[src/rtl/sram_fifo_ctrl.sv]
// Sequences a valid/ready push/pop pair onto a single-port SRAM so it acts as a DPTH-entry FIFO (plus one output slot).
// Push-to-out_valid is 2 cycles; push/read contention is round-robin; in_ready drops when full, when a read wins, or in reset.
module sram_fifo_ctrl #(
    parameter int DAT  = 8,
    parameter int DPTH = 8,
    parameter int AW   = $clog2(DPTH)
) (
    input  logic           clk,
    input  logic           rst_n,
    input  logic           in_valid,
    output logic           in_ready,
    input  logic [DAT-1:0] in_data,
    output logic           out_valid,
    input  logic           out_ready,
    output logic [DAT-1:0] out_data,
    output logic [DAT-1:0] sram_dataIn,
    input  logic [DAT-1:0] sram_dataOut,
    output logic [AW-1:0]  sram_addr,
    output logic           sram_we,
    output logic           sram_rd,
    output logic [AW:0]    count
);

    localparam logic [AW-1:0] PTR_ONE  = AW'(1);
    localparam logic [AW:0]   CNT_ONE  = (AW+1)'(1);
    localparam logic [AW:0]   CNT_FULL = (AW+1)'(DPTH);

    logic [AW-1:0] wr_ptr;
    logic [AW-1:0] rd_ptr;
    logic [AW:0]   mem_count;
    logic          prio_rd;

    logic full;
    logic want_rd;
    logic push;
    logic issue_rd;
    logic pop;
    logic contend;

    assign full     = (mem_count == CNT_FULL);
    assign want_rd  = (mem_count != '0) && (!out_valid || out_ready);
    // Nothing is accepted while reset is asserted, so the SRAM never sees a write during reset.
    assign in_ready = rst_n && !full && !(want_rd && prio_rd);
    assign push     = in_valid && in_ready;
    assign issue_rd = want_rd && !push;
    assign pop      = out_valid && out_ready;
    assign contend  = in_valid && !full && want_rd;

    assign sram_we     = push;
    assign sram_rd     = issue_rd;
    assign sram_addr   = push ? wr_ptr : rd_ptr;
    assign sram_dataIn = push ? in_data : '0;
    assign out_data    = sram_dataOut;
    assign count       = mem_count + {{AW{1'b0}}, out_valid};

    always_ff @(posedge clk or negedge rst_n) begin
        if (!rst_n) begin
            wr_ptr    <= '0;
            rd_ptr    <= '0;
            mem_count <= '0;
            out_valid <= 1'b0;
            prio_rd   <= 1'b0;
        end else begin
            if (push) begin
                wr_ptr    <= wr_ptr + PTR_ONE;
                mem_count <= mem_count + CNT_ONE;
            end else if (issue_rd) begin
                rd_ptr    <= rd_ptr + PTR_ONE;
                mem_count <= mem_count - CNT_ONE;
            end
            // A read issued in the same cycle as a pop refills the output slot, keeping out_valid high.
            if (issue_rd) begin
                out_valid <= 1'b1;
            end else if (pop) begin
                out_valid <= 1'b0;
            end
            if (contend) begin
                prio_rd <= !prio_rd;
            end
        end
    end

endmodule

[config.mk]
export PLATFORM = sky130hd
export DESIGN_NAME = sram_fifo_ctrl
export DESIGN_NICKNAME = d
export VERILOG_FILES = /design/src/rtl/sram_fifo_ctrl.sv
export SDC_FILE = /design/constraint.sdc
export NUM_CORES = 1
export LEC_CHECK = 0
export CORE_MARGIN = 2
export CORE_UTILIZATION = 30
export DETAILED_ROUTE_END_ITERATION = 6
export GPL_TIMING_DRIVEN = 0
export HOLD_SLACK_MARGIN = 0.08
export PLACE_DENSITY = 0.65
export SLEW_MARGIN = 15
export SYNTH_ARGS = -nofsm -noshare
export SYNTH_HDL_FRONTEND = slang
export SYNTH_SLANG_ARGS = --single-unit
[constraint.sdc]
create_clock -name clk -period 3.5 [get_ports clk]
set_input_delay 0.875 -clock clk [delete_from_list [all_inputs] [get_ports clk]]
set_output_delay 0.875 -clock clk [all_outputs]
set_load 0.01 [all_outputs]
==> metrics.csv <==
metric,value,unit
outcome,completed,
yosys_warnings,0,
initial_utilization,31.1,%
finalHoldViolCount,0,
synth-xor-area-share,10.3,%
timing.hold.worst.class,register to register,
cp_max_fo,5,
number_of_instances_in_the_synthesized_netlist,76,
worst_ir_drop_vdd,0.000605,V
avgViaCountPerCell,4.54,
rsz_0062_raised_after_global_routing,no,
cp-end-kind,output port,
tritoncts_clock_tree,built,
finalCritPeriodShare,98.1,%
slew_violations,0,
worst_r2r_startpoint,mem_count[0],
cts_root_buf,clkbuf_4,
clk_latency,270,ps
final_setup_violating_endpoints,0,
clock_tree.buffer_depth,2,
totalWireLength,1800,um
slew_headroom,67.3,%
critical_setup_path_class,primary input to output port,
post_route_cells_drive_above_1_share,33.9,%
min_to,wr_ptr[2],
net_count_synth,103,
routedWlPerCell,11.6,um
clock-skew-final,4.86,ps
post_synth_num_cell_types,21,
power.leakage,0.640,nW
hold_depth,1,
place.port_buffers,38,
timing.rr.end,mem_count[3],
final_period_minus_worst_setup_slack,3430,ps
dr.pass1.iters,3,
design.final.nets,153,
syn_to_final_growth,58.5,%
route.detailed.drc,0,
floorplan.io_pins,47,
total_routing_usage_gr,12.2,%
worst-endpoint-arrival,2560,ps
max_slew.worst_pin.slew,484,ps
combinational_family_with_the_most_area_after_synthesis,simple AND/OR/NAND/NOR gates,
startpoint_type_of_the_worst_setup_path,primary input,
cts_hold_repair.buffers,0,
grt.overflow.total,0,
cell_area_after_synthesis,850,um^2
setup_total_negative_slack,0,ps
cap_violations,0,
n_antenna_cell,0,
p_per_area,746,nW/um^2
die_w,57.2,um
dr_total_vias,703,
h_tree_level_count,1,
postSynthRegisterBits,12,
dpl.hpwl,1370,um
die-height,57.2,um
rows,19,
min-delay-start,wr_ptr[2],
fmax,291,MHz
synth.area.mux_share,10.5,%
core-area,2730,um^2
cts-buffers-inserted,3,
timing.critical_path.required,2620,ps
seq_area_frac_synth,35.3,%
place_congestion,0.751,
cts_num_sinks,12,
yosys.area_share.adder,11.2,%
wire_length_of_the_first_global_routing_pass,3130,um
cts.clk_slew.worst_paths,70,ps
first_global_vias,707,
simple_gate_area_share_of_the_yosys_netlist,17.1,%
antenna_found_initial,0,
die_area,3270,um^2
reg2reg_depth,10,
synth_area_per_cell,11.2,um^2
fin_hold_ws,469,ps
synth_compound_gate_area_share,6.33,%
postRouteAntennaNets,0,
ff2ff_setup_slack,640,ps
detail_route.iter0.violations,5,
grt_max_degree,16,
flip-flops by register name, indices dropped and copies added, names as in the netlist:
name and flops:
out_valid 1, wr_ptr 3, mem_count 4, rd_ptr 3
prio_rd 1
worst max path at each step:
stage               startpoint        endpoint  cells past startpoint
finish               out_ready    sram_addr[0]                      7
global route         out_ready    sram_addr[1]                      7
CTS                   in_valid  sram_dataIn[4]                      7
detailed placement       rst_n  sram_dataIn[5]                      6
global placement         rst_n    sram_addr[2]                      5
floorplan            out_ready    mem_count[3]                      9
synthesized netlist by cell type (all sizes together):
library cell,number,area [um^2]
a21o,1,8.76
mux2i,1,10.0
and2,9,67.6
nand2b,1,6.26
nand2,7,26.3
a311oi,1,26.3
or4b,1,10.0
xnor2,5,43.8
or4,1,11.3
buf,9,71.3
mux2,7,78.8
ha,6,75.1
nand3,3,15.0
dfrtp,12,300
o21ai,1,8.76
xor2,5,43.8
a21oi,2,10.0
fa,1,20.0
nor4b,1,8.76
inv,2,7.51
per-layer routing:
metal,vias to the layer above,track usage (%),share of wire (%),wire [um]
li1,346,-,-,-
met1,326,15.4,43,775
met2,26,20.0,50,896
met3,5,3.63,5.9,106
met4,0,3.99,1.2,22
met5,-,0,0,0
worst max-delay path: stages:
cell and delay [ps]:
clkdlybuf4s50_1 400, nand2b_4 160, a311oi_4 260, buf_6 160, buf_4 100, mux2_2 320, dlygate4sd2_1 280
placed cells by master, fill, tap and decap left out:
cell,Yosys,routed
a21o_2,1,1
a21oi_1,2,2
a311oi_4,1,1
and2_2,9,9
buf_4,8,14
buf_6,1,2
clkbuf_4,0,3
clkdlybuf4s15_1,0,1
clkdlybuf4s18_2,0,1
clkdlybuf4s50_1,0,26
dfrtp_1,12,12
dlygate4sd2_1,0,9
dlymetal6s2s_1,0,1
fa_1,1,1
ha_1,6,6
inv_1,2,2
mux2_2,7,7
mux2i_1,1,1
nand2_1,7,7
nand2b_4,0,1
nand3_1,3,3
nor4b_1,1,1
o21ai_2,1,1
or4_4,1,1
or4b_2,1,1
xnor2_1,5,5
xor2_1,5,5
layout make-up:
cell class              instances  area [um^2]
plain buffers                   9         71.3
clock buffers                   3         22.5
well taps                      31         38.8
flip-flops and latches         12          300
inverters                       2         7.51
fillers                       260         1390
repair buffers                 45          428
multi-input cells              53          478
cell families (layout without fill, tap and decap cells):
family / Yosys count / count (layout)
AND/OR/NAND/NOR: 23 / 23
flip-flops: 12 / 12
buffers and inverters: 11 / 59
XOR/XNOR: 10 / 10
multiplexers: 8 / 8
adder cells (fa/ha/maj): 7 / 7
AO/OA/AOI/OAI: 5 / 5
timing repair:
action | in CTS | in global routing
pin swaps | 1 | 0
setup endpoints to repair | 16 | 2
resized for setup | 17 | 2
setup buffers | 6 | 1
where the power goes:
part	total, W	internal (W)	switching (W)
logic	0.000609	0.000373	0.000237
clock network	0.0000848	0.0000398	0.0000450
registers	0.000310	0.000214	0.0000954
total	0.00100	0.000627	0.000377
stage by stage:
| stage | power [W] | utilization [%] | cell area, um^2 | std cells | setup slack, ps |
|---|---|---|---|---|---|
| 2_1_floorplan | 0.000661 | - | 850 | 76 | 644 |
| 3_3_place_gp | 0.000899 | 46.4 | 1270 | 145 | -713 |
| 3_5_place_dp | 0.000920 | 46.4 | 1270 | 145 | -761 |
| 4_1_cts | 0.00101 | 48.8 | 1340 | 154 | 13.3 |
| 5_1_grt | 0.00110 | 49.2 | 1350 | 155 | 22.8 |
| 6_report | 0.00100 | 49.2 | 1350 | 155 | 67.4 |
Note: power is estimated with default switching activity, not from simulation.
